### src/rtl/uart_rx_pkg.sv
// Shared definitions for the UART receive frame controller.
//   - FSM state encoding for the frame checker
//   - bit positions inside the 11-bit frame delivered by the SIPO
//   - default receive FIFO depth
//   - helper that extracts the data byte from a frame
package uart_rx_pkg;

  localparam int DEFAULT_FIFO_DEPTH = 4;
  localparam int FRAME_W            = 11;

  // Frame layout: start bit first on the line, D0 right after it.
  localparam int BIT_START = 10;
  localparam int BIT_D0    = 9;
  localparam int BIT_D7    = 2;
  localparam int BIT_PAR   = 1;
  localparam int BIT_STOP  = 0;

  typedef enum logic [1:0] {
    ST_IDLE  = 2'd0,
    ST_CHECK = 2'd1,
    ST_WRITE = 2'd2
  } state_e;

  // D0 sits at the MSB end of the data field, so the byte is bit-reversed.
  function automatic logic [7:0] frame_byte(input logic [FRAME_W-1:0] frame);
    logic [7:0] b;
    b = '0;
    for (int i = 0; i < 8; i++) begin
      b[i] = frame[BIT_D0-i];
    end
    return b;
  endfunction

endpackage

### src/rtl/uart_rx_fifo.sv
// Receive byte FIFO with a registered head.
//   clk, rst_n     : clock, asynchronous active-low reset
//   push_i/data_i  : write request and byte
//   pop_req_i      : consumer pop request (honoured only while head_valid_o)
//   head_data_o    : registered head byte
//   head_valid_o   : registered non-empty indication
//   count_o        : occupied entries (0..DEPTH)
//   overflow_o     : push refused because FIFO full with no same-cycle pop
module uart_rx_fifo #(
  parameter int DEPTH = 4
) (
  input  logic                       clk,
  input  logic                       rst_n,
  input  logic                       push_i,
  input  logic [7:0]                 data_i,
  input  logic                       pop_req_i,
  output logic [7:0]                 head_data_o,
  output logic                       head_valid_o,
  output logic [$clog2(DEPTH):0]     count_o,
  output logic                       overflow_o
);

  localparam int AW = $clog2(DEPTH);
  localparam int CW = AW + 1;
  localparam logic [CW-1:0] FULL_CNT = CW'(DEPTH);

  logic [7:0]    mem_q [DEPTH];
  logic [AW-1:0] wr_ptr_q, rd_ptr_q, rd_next;
  logic [CW-1:0] count_q, count_d;
  logic [7:0]    head_data_q;
  logic          head_valid_q;
  logic          full, pop, do_push;

  assign full       = (count_q == FULL_CNT);
  assign pop        = pop_req_i & head_valid_q;
  // A pop in the same cycle frees the slot, so a full FIFO still accepts.
  assign do_push    = push_i & (~full | pop);
  assign overflow_o = push_i & full & ~pop;
  // DEPTH is a power of two, so pointer arithmetic wraps naturally.
  assign rd_next    = rd_ptr_q + AW'(1);

  // NOTE: every variable assigned in always_comb gets a default first so no latch is inferred.
  always_comb begin
    count_d = count_q;
    case ({do_push, pop})
      2'b10:   count_d = count_q + CW'(1);
      2'b01:   count_d = count_q - CW'(1);
      default: count_d = count_q;
    endcase
  end

  // NOTE: storage has no reset; only pointers and count define what is valid.
  always_ff @(posedge clk) begin
    if (do_push) begin
      mem_q[wr_ptr_q] <= data_i;
    end
  end

  // NOTE: sequential state uses non-blocking assignments only.
  always_ff @(posedge clk or negedge rst_n) begin
    if (!rst_n) begin
      wr_ptr_q     <= '0;
      rd_ptr_q     <= '0;
      count_q      <= '0;
      head_data_q  <= '0;
      head_valid_q <= 1'b0;
    end else begin
      count_q <= count_d;
      if (do_push) wr_ptr_q <= wr_ptr_q + AW'(1);
      if (pop)     rd_ptr_q <= rd_next;
      // Head register sees pops immediately but pushes one cycle late,
      // which keeps a held pop request from consuming a stale head.
      if (pop) begin
        head_valid_q <= (count_q != CW'(1));
        if (count_q != CW'(1)) head_data_q <= mem_q[rd_next];
      end else begin
        head_valid_q <= (count_q != '0);
        if (count_q != '0) head_data_q <= mem_q[rd_ptr_q];
      end
    end
  end

  assign head_data_o  = head_data_q;
  assign head_valid_o = head_valid_q;
  assign count_o      = count_q;

endmodule

### src/rtl/uart_rx_frame_ctrl.sv
// UART receive frame controller: detects completed SIPO frames, checks
// start/stop/parity, and queues good bytes into a small FIFO.
//   baud_clk, reset_n         : 16x clock, asynchronous active-low reset
//   data_parll                : 11-bit frame {start, D0..D7, parity, stop}
//   recieved_flag             : frame-complete level (rising edge = new frame)
//   active_flag               : SIPO reception in progress
//   parity_en, parity_odd     : parity check enable / odd select
//   rx_ready, err_clr         : consumer pop request, sticky error clear
//   rx_data, rx_valid         : head byte and non-empty flag
//   fifo_count                : occupied FIFO entries
//   parity_err, frame_err, overrun_err : sticky error flags
//   rx_busy                   : reception or frame processing in progress
module uart_rx_frame_ctrl
  import uart_rx_pkg::*;
#(
  parameter int FIFO_DEPTH = DEFAULT_FIFO_DEPTH
) (
  input  logic                          baud_clk,
  input  logic                          reset_n,
  input  logic [FRAME_W-1:0]            data_parll,
  input  logic                          recieved_flag,
  input  logic                          active_flag,
  input  logic                          parity_en,
  input  logic                          parity_odd,
  input  logic                          rx_ready,
  input  logic                          err_clr,
  output logic [7:0]                    rx_data,
  output logic                          rx_valid,
  output logic [$clog2(FIFO_DEPTH):0]   fifo_count,
  output logic                          parity_err,
  output logic                          frame_err,
  output logic                          overrun_err,
  output logic                          rx_busy
);

  state_e             state_q, state_d;
  logic [FRAME_W-1:0] frame_q, frame_d;
  logic               flag_q;
  logic               chk_frame_err_q, chk_frame_err_d;
  logic               chk_par_err_q, chk_par_err_d;
  logic               parity_err_q, frame_err_q, overrun_err_q;
  logic               new_frame, collide, push, set_frame, set_parity;
  logic               fifo_overflow;

  assign new_frame = recieved_flag & ~flag_q;
  // A frame completing while the previous one is still being processed is lost.
  assign collide   = new_frame & (state_q != ST_IDLE);

  always_comb begin
    state_d         = state_q;
    frame_d         = frame_q;
    chk_frame_err_d = chk_frame_err_q;
    chk_par_err_d   = chk_par_err_q;
    push            = 1'b0;
    set_frame       = 1'b0;
    set_parity      = 1'b0;
    case (state_q)
      ST_IDLE: begin
        if (new_frame) begin
          frame_d = data_parll;
          state_d = ST_CHECK;
        end
      end
      ST_CHECK: begin
        chk_frame_err_d = frame_q[BIT_START] | ~frame_q[BIT_STOP];
        chk_par_err_d   = parity_en & ((^frame_q[BIT_D0:BIT_PAR]) != parity_odd);
        state_d         = ST_WRITE;
      end
      ST_WRITE: begin
        if (chk_frame_err_q) begin
          set_frame = 1'b1;
        end else begin
          push       = 1'b1;
          set_parity = chk_par_err_q;
        end
        state_d = ST_IDLE;
      end
      default: state_d = ST_IDLE;
    endcase
  end

  always_ff @(posedge baud_clk or negedge reset_n) begin
    if (!reset_n) begin
      state_q         <= ST_IDLE;
      frame_q         <= '0;
      // Reset high so a flag already asserted at reset release is not a new frame.
      flag_q          <= 1'b1;
      chk_frame_err_q <= 1'b0;
      chk_par_err_q   <= 1'b0;
      parity_err_q    <= 1'b0;
      frame_err_q     <= 1'b0;
      overrun_err_q   <= 1'b0;
    end else begin
      state_q         <= state_d;
      frame_q         <= frame_d;
      flag_q          <= recieved_flag;
      chk_frame_err_q <= chk_frame_err_d;
      chk_par_err_q   <= chk_par_err_d;
      // Set events take priority over a coincident clear.
      parity_err_q    <= (parity_err_q  & ~err_clr) | set_parity;
      frame_err_q     <= (frame_err_q   & ~err_clr) | set_frame;
      overrun_err_q   <= (overrun_err_q & ~err_clr) | collide | fifo_overflow;
    end
  end

  uart_rx_fifo #(
    .DEPTH (FIFO_DEPTH)
  ) u_fifo (
    .clk          (baud_clk),
    .rst_n        (reset_n),
    .push_i       (push),
    .data_i       (frame_byte(frame_q)),
    .pop_req_i    (rx_ready),
    .head_data_o  (rx_data),
    .head_valid_o (rx_valid),
    .count_o      (fifo_count),
    .overflow_o   (fifo_overflow)
  );

  assign parity_err  = parity_err_q;
  assign frame_err   = frame_err_q;
  assign overrun_err = overrun_err_q;
  assign rx_busy     = active_flag | (state_q != ST_IDLE);

endmodule

### config.mk
export PLATFORM = sky130hd
export DESIGN_NAME = uart_rx_frame_ctrl
export DESIGN_NICKNAME = d
export VERILOG_FILES = /design/src/rtl/uart_rx_pkg.sv /design/src/rtl/uart_rx_fifo.sv /design/src/rtl/uart_rx_frame_ctrl.sv
export SDC_FILE = /design/constraint.sdc
export NUM_CORES = 1
export LEC_CHECK = 0
export ABC_AREA = 0
export ABC_CLOCK_PERIOD_IN_PS = 2020
export BUFFER_PORTS_ARGS = -buffer_cell sky130_fd_sc_hd__clkbuf_2
export CORE_MARGIN = 4
export CORE_UTILIZATION = 30
export DETAILED_ROUTE_END_ITERATION = 8
export PLACE_DENSITY = 0.48
export SETUP_SLACK_MARGIN = 0.02
export SYNTH_ARGS = -nofsm -noshare
export SYNTH_HDL_FRONTEND = slang
export SYNTH_SLANG_ARGS = --single-unit
### constraint.sdc
create_clock -name baud_clk -period 2.02 [get_ports baud_clk]
set_input_delay 0.404 -clock baud_clk [delete_from_list [all_inputs] [get_ports baud_clk]]
set_output_delay 0.404 -clock baud_clk [all_outputs]
set_load 0.005 [all_outputs]
======== Word-level counts from Yosys, hierarchy flattened ========
Memories as Yosys holds them, arrays and structs flattened.
Cells that the tools add are included.
operators by class
  $add $sub $neg .......................... 4
  multipliers ............................. 0
  div/mod/pow operators ................... 0
  $lt $le $gt $ge ......................... 0
  equal/unequal tests ..................... 9
  shift operators ......................... 0
  mux-type cells .......................... 15
  bitwise gates (word level) .............. 22
  reduce and logical (&&, ||, !) cells .... 8
operators by type and width
  cell                   number
  $mux W8                3
  $and A1 B1 Y1          10
  $mux W1                9
  $reduce_xor A9 Y1      1
  $or A1 B1 Y1           7
  $pmux W3 S2            1
  $reduce_bool A2 Y1     3
  $not A1 Y1             5
  $add A2 B1 Y2 const B  2
  $eq A2 B1 Y1 const B   2
  $eq A2 B2 Y1 const B   2
  $ne A2 B2 Y1 const B   2
  $pmux W2 S2            1
  $reduce_and A2 Y1      2
  $add A3 B1 Y3 const B  1
  $eq A3 B3 Y1 const B   1
  $ne A3 B1 Y1 const B   1
  $reduce_bool A3 Y1     1
  $sub A3 B1 Y3 const B  1
  $logic_not A2 Y1       1
  $mux W2                1
  $ne A1 B1 Y1           1
word-level totals
  register bits after elaboration ......... 35
  latch bits .............................. 0
  bits in writable memories ............... 32
  bits in read-only memories .............. 0
  input port bits ......................... 19
  output and inout bits ................... 16
  logic and storage cells ................. 72
  memories kept ........................... 1
memories
  memory        words  bits a word  rd ports  clocked after Yosys merged registers in  wr ports  line                text
  u_fifo.mem_q  4      8            2         0                                        1         uart_rx_fifo.sv:27  logic [7:0] mem_q [DEPTH];

======== Longest topological paths before layout ========
Gate-level depths: netlist of run 1.
  depth in word-level cells ............... 6
  depth in mapped cells ................... 7
  mapped depth without buffers ............ 6

======== Cells and area by module ========
A second synthesis of run 1 with hierarchy kept.
second synthesis, totals
  cell total of the unflattened synthesis .. 215
  area total of the unflattened synthesis .. 3,104.2 µm²
by module, submodules not included
  module              instances  cells an instance  area each (µm²)  seq. area each (µm²)
  uart_rx_fifo        1          157                2,313.5          1,361.3
  uart_rx_frame_ctrl  1          58                 790.8            476.7

======== Worst setup path before layout of run 1 ========
Ideal clock, no wire load.
  kind .................................... flip-flop to flip-flop
  from .................................... register u_fifo.count_q[0] (netlist: u_fifo.count_o[0])
  to ...................................... memory u_fifo.mem_q[0][0], enable pin
  setup time .............................. 332 ps
  arrival ................................. 1,430 ps
  setup slack ............................. 258 ps
  cell stages (with the launch flop) ...... 6
  period minus slack after synthesis ...... 1,762 ps
  cell sequence ........................... dfrtp_1 inv_1 ha_1 and2_1 a21boi_4 and2_1
on the way
  cells in the longest elaborated chain, start to end .. 6
ends and longest elaborated chain
  what                           line                text
  start: declaration             uart_rx_fifo.sv:29  logic [CW-1:0] count_q, count_d;
  start signal: assignment       uart_rx_fifo.sv:68  count_q <= count_d;
  $eq A3 B3 Y1                   uart_rx_fifo.sv:34  assign full = (count_q == FULL_CNT);
  $not A1 Y1                     uart_rx_fifo.sv:37  assign do_push = push_i & (~full | pop);
  $or A1 B1 Y1                   uart_rx_fifo.sv:37
  $and A1 B1 Y1                  uart_rx_fifo.sv:37
  $mux W1                        uart_rx_fifo.sv:54  if (do_push) begin
  $mux W1 (implied by the code)  uart_rx_fifo.sv:55  mem_q[wr_ptr_q] <= data_i;
  end: declaration               uart_rx_fifo.sv:27
No other way between the ends.

======== Final worst setup path of run 1 ========
  from .................................... register state_q[0]
  to ...................................... output rx_busy
on the way
  cells in the longest elaborated chain, start to end .. 2
ends and longest elaborated chain
  what                      line                       text
  start: declaration        uart_rx_frame_ctrl.sv:36   state_e state_q, state_d;
  start signal: assignment  uart_rx_frame_ctrl.sv:94   state_q <= state_d;
  $reduce_bool A2 Y1        uart_rx_frame_ctrl.sv:123  assign rx_busy = active_flag | (state_q != ST_IDLE);
  $or A1 B1 Y1              uart_rx_frame_ctrl.sv:123
  end: declaration          uart_rx_frame_ctrl.sv:33   output logic rx_busy
No other way between the ends.

==> results of run 1 <==
[worst reg2reg max path, cell delays in order, from the launching register on]
cell and delay [ps]:
dfrtp_1 340, inv_1 60, ha_1 230, and2_1 200, a21boi_4 190, and2_1 390
[sequential cells by signal, indices dropped and copies added, names as in the netlist]
name / flops
chk_frame_err_q: 1
chk_par_err_q: 1
flag_q: 1
frame_err: 1
frame_q: 11
overrun_err: 1
parity_err: 1
state_q: 2
u_fifo.count_o: 3
u_fifo.head_data_o: 8
u_fifo.head_valid_o: 1
u_fifo.mem_q: 32
u_fifo.rd_ptr_q: 2
u_fifo.wr_ptr_q: 2
[worst max path at each step]
stage	to	slack (ps)	cells past startpoint
finish	rx_busy	230	2
global placement	u_fifo.mem_q[2][4]	310	5
floorplan	u_fifo.mem_q[0][0]	260	5
CTS	rx_busy	200	2
global route	u_fifo.mem_q[1][1]	160	5
detailed placement	u_fifo.mem_q[1][0]	260	5
[per-layer routing]
layer / vias to the layer above / track usage [%] / wire length [µm]
met5: - / 0 / 0
met4: 0 / 5.68 / 96
met3: 8 / 2.93 / 221
met2: 37 / 14.7 / 2390
met1: 820 / 13.6 / 2750
li1: 865 / - / -
[what timing repair did]
| action | 4_1_cts | 5_1_grt |
|---|---|---|
| setup buffers | 0 | 0 |
| hold buffers | 1 | 0 |
| setup endpoints to repair | 0 | 0 |
| endpoints found under the hold margin | 2 | 0 |
[area by class of cell]
class                   count  area, µm²  area share [%]
clock buffers              14        153            4.24
clock inverters             2       35.0           0.974
inverters                  12       45.0            1.25
multi-input cells         125       1080            30.2
flip-flops and latches     67       1840            51.1
well taps                 133        166            4.63
repair buffers             46        275            7.65
[metrics by stage]
step | utilization, % | total power [mW] | setup slack (ps) | instances
after global placement | 34.6 | 3.56 | 309 | 382
after detailed placement | 34.6 | 3.60 | 258 | 382
after global routing | 36.6 | 4.94 | 161 | 399
after floorplan | - | 3.12 | 258 | 211
final | 36.6 | 4.60 | 232 | 399
after CTS | 36.6 | 4.69 | 202 | 399
[Yosys cell counts, types with 2 or more instances]
library cell	instances	area (µm²)
buf_4	2	15.0
nor2_1	2	7.51
nor2b_1	2	12.5
mux2_1	9	101
nand2_1	7	26.3
o21ai_1	2	10.0
dfrtp_1	34	851
and2_1	5	31.3
ha_1	8	100
xnor2_1	9	78.8
o21ai_0	3	15.0
buf_6	3	33.8
mux2_2	9	101
buf_2	2	10.0
o22ai_1	2	12.5
o2bb2ai_1	2	17.5
mux2i_1	22	220
a22o_1	8	70.1
nand2b_1	2	12.5
a21oi_1	11	55.1
inv_1	11	41.3
and3_1	3	18.8
edfxtp_1	32	961
[cell families (layout without fill, tap and decap cells)]
logic type      count (synthesis)  count (layout)  synth area share [%]
flops                          67              67                  60.7
fa+ha+maj                       8               8                  3.31
xor+xnor                       12              12                  4.18
mux                            40              40                  14.0
buf+inv                        19              74                  3.43
simple gates                   28              28                  5.71
compound gates                 37              37                  8.68
[where the power goes]
group	switching, mW	internal, mW	leakage (nW)
registers	0.217	1.73	0.702
logic	0.741	0.830	0.726
clock network	0.469	0.605	0.0947
==> metrics.txt, run 1 <==
outcome=completed; RSZ-0062 raised after global routing=false; total gr overflow=0; Die ar.=11800 µm²; crit share post-route=88.5%; clk_lat worst skew=330 ps; WP data arrival=1380 ps; Cell Area, Placed=3400 µm²; min-delay worst type=in2reg; Max clock buf depth=2; Nets=288; Core ar.=9820 µm²; Critical Path Source Type=flop; Critical Path Max Stage Delay=470 ps; Worst-path clk slew=70 ps; gr usage total=10.2%; fillcell total=1004; Slew @ Worst Pin=401 ps; antenna cells=0; hold depth=1; Root Driver=clkbuf_8; ys async rst share=52.2%; Routability Congestion=0.698; share of layout cells above drive strength 1=28.6%; Initial Util=30.8%; vias in the first global route=1806; post-DP HPWL=4050 µm; Top Family by Delay on Critical Path=simple AND/OR/NAND/NOR gates; Finish-stage setup viols=0; Slew Viols, Final=0; synthesis warning total=0; max-cap viol count=0; r2r endpoint=u_fifo.mem_q[0][6]; DRC=0; setup_tns=0 ps; post-route minimum period=1790 ps; initial antenna violation count=0; TritonCTS clock tree=done; CTS Buf Count=9; via count=1730; routed vias/inst=4.34; R2R Setup Slk=270 ps; critical path startpoint=state_q[0]; synth unique cells=44; first-pass GRT wire length=9020 µm; WS Path Type=reg2out; Synth Flop Type=dfrtp_1; Power Dens Cells=1280 nW/µm²; Worst Min Path Start=recieved_flag; CP max FO=6; critical path capture point type=primary output; design area=3600 µm²; syn avg cell area=14.3 µm²; sequential fraction of the synthesis area=60.7%; Worst EP required=1620 ps; Synth Register Bits=67; routed length per instance=13.7 µm; Fin Hold WS=168 ps; worst path cell trace=or3_2, clkbuf_2; number of routed nets with antenna violations=0; drt total wl=5450 µm; clk_skew=7.01 ps; Synth Net Count=238; Post-synth EDFFs=32; port buffer count=34; Resized cells post-CTS=0; most frequent cells in the layout=34 x dfrtp_1, 34 x clkbuf_2, 32 x edfxtp_1; chip width=108 µm; r2r worst-path depth=5; chip height=108 µm; worst vdd ir=0.430 mV; Slew Limit Headroom=73.2%; clock sink count=67; htree depth=3; DRT iter0 DRCs=42; IO Count=35; Reg-to-Reg Start=u_fifo.count_o[0]; Buf/Inv on CP=1; First-pass DRT Iterations=4; Max Clock Freq=0.559 GHz; Pleak=1.52 nW; Hold EP=flag_q; final hold violations=0; Rows=36; Slowest-stage cell, CP=or3_2; largest net degree at the start of global routing=27; Mapped Area=3030 µm²; Post-Synthesis Cells=211; Layout area overhead=18.9%
No activity file was read; power rests on OpenSTA's default activity.
==> run 2, diff against run 1 <==
- GPL_TIMING_DRIVEN: default -> 0
==> metrics.txt, run 2 (synthesized netlist as in run 1, its figures left out) <==
most frequent cells in the layout=34 x dfrtp_1, 34 x clkbuf_2, 32 x edfxtp_1; Slew Limit Headroom=35.7%; post-route minimum period=1840 ps; chip width=108 µm; htree depth=3; Initial Util=30.8%; r2r worst-path depth=5; R2R Setup Slk=180 ps; Largest register FFs=32; Max clock buf depth=2; RSZ-0062 raised after global routing=true; worst vdd ir=0.387 mV; Critical Path Source Type=flop; chip height=108 µm; gr usage total=9.98%; clk_lat worst skew=330 ps; most flop-heavy register=u_fifo.mem_q; CP max FO=9; DRC=0; outcome=completed; final hold violations=0; non-filler cells, final=394; Slew @ Worst Pin=965 ps; post-DP HPWL=3790 µm; Power Dens Cells=1280 nW/µm²; vias in the first global route=1737; routed vias/inst=4.32; Finish-stage setup viols=0; Critical Path End=u_fifo.mem_q[0][5]; Root Driver=clkbuf_8; Cell Area, Placed=3360 µm²; PnR Total Power=4.55 mW; design area=3550 µm²; routed length per instance=13.2 µm; register area=1840 µm²; Fin Hold WS=162 ps; Die ar.=11800 µm²; Worst EP required=2040 ps; first-pass GRT wire length=8720 µm; Layout area overhead=17.4%; r2r endpoint=u_fifo.mem_q[0][5]; WP data arrival=1860 ps; max-cap viol count=0; Reg-to-Reg Start=u_fifo.count_o[1]; number of routed nets with antenna violations=0; CTS Buf Count=9; Core ar.=9820 µm²; via count=1703; TritonCTS clock tree=done; post-CTS setup repair buffer count=0; First-pass DRT Iterations=4; WS Path Type=reg2reg; Slew Viols, Final=0; port buffer count=34; Post-Place Cells=378; Routability Congestion=0.669; Rows=36; largest net degree at the start of global routing=36; Max Clock Freq=0.543 GHz; crit share post-route=91.1%; initial antenna violation count=0; drt total wl=5210 µm; fillcell total=1028; clock sink count=67; Nets=283; clk_skew=6.80 ps; min-delay worst type=in2reg; critical path startpoint=u_fifo.count_o[1]; share of layout cells above drive strength 1=29.9%; critical path capture point type=flop; antenna cells=0; area of the multi-input gates=1090 µm²; setup_tns=0 ps; Pleak=1.50 nW; IO Count=35; DRT iter0 DRCs=49; total gr overflow=0; Worst-path clk slew=70 ps
==> run 2: changes by cell type in the layout (fill, tap and decap cells not counted), sizes merged <==
cell,change
buf,-4
dlygate4sd3,-1
clkinv,+3
clkbuf,-3
==> run 2: where the power goes <==
group / total, mW / leakage [nW] / switching (mW) / internal [mW]
registers: 1.96 / 0.702 / 0.224 / 1.73
clock network: 1.05 / 0.0971 / 0.484 / 0.567
logic: 1.54 / 0.702 / 0.730 / 0.813
==> run 2: worst max-delay path, stage by stage, from the launching register on <==
cell,delay (ps)
dfrtp_1,430
inv_1,100
ha_1,220
and2_1,190
a21boi_4,280
and2_2,310
==> run 2: metal layers <==
| metal | up-vias | part of all wire [%] | global-route usage, % | wire length (µm) |
|---|---|---|---|---|
| met5 | - | 0 | 0 | 0 |
| met4 | 0 | 1.4 | 4.33 | 73 |
| met3 | 7 | 5.3 | 3.70 | 275 |
| met2 | 44 | 44 | 14.5 | 2310 |
| met1 | 799 | 49 | 13.3 | 2560 |
| li1 | 853 | - | - | - |
==> run 2: layout make-up <==
class,instances,share of cell area (%)
tap,133,4.68
multi-input combinational,125,30.7
buffer,7,1.65
clock buffer,11,3.70
inverter,12,1.27
clock inverter,5,1.51
sequential,67,51.7
timing repair buffer,34,4.79
==> run 2: per-stage QoR <==
step                setup WS (ps)  util, %
floorplan                     258        -
global placement             8.93     34.3
detailed placement           39.2     34.3
CTS                          21.2     36.2
global route               -0.501     36.2
finish                        180     36.2
==> run 2: worst min-delay path by stage <==
stage,startpoint,endpoint,slack [ps],cells past startpoint
after CTS,recieved_flag,flag_q,140,1
final,recieved_flag,flag_q,160,1
after global placement,frame_q[10],frame_q[10],480,1
after global routing,recieved_flag,flag_q,140,1
after floorplan,reset_n,chk_frame_err_q,110,0
after detailed placement,frame_q[10],frame_q[10],480,1
==> run 2: repair_timing <==
action,CTS,global route
resized for setup,2,2
setup endpoints to repair,10,32
hold buffers,0,0
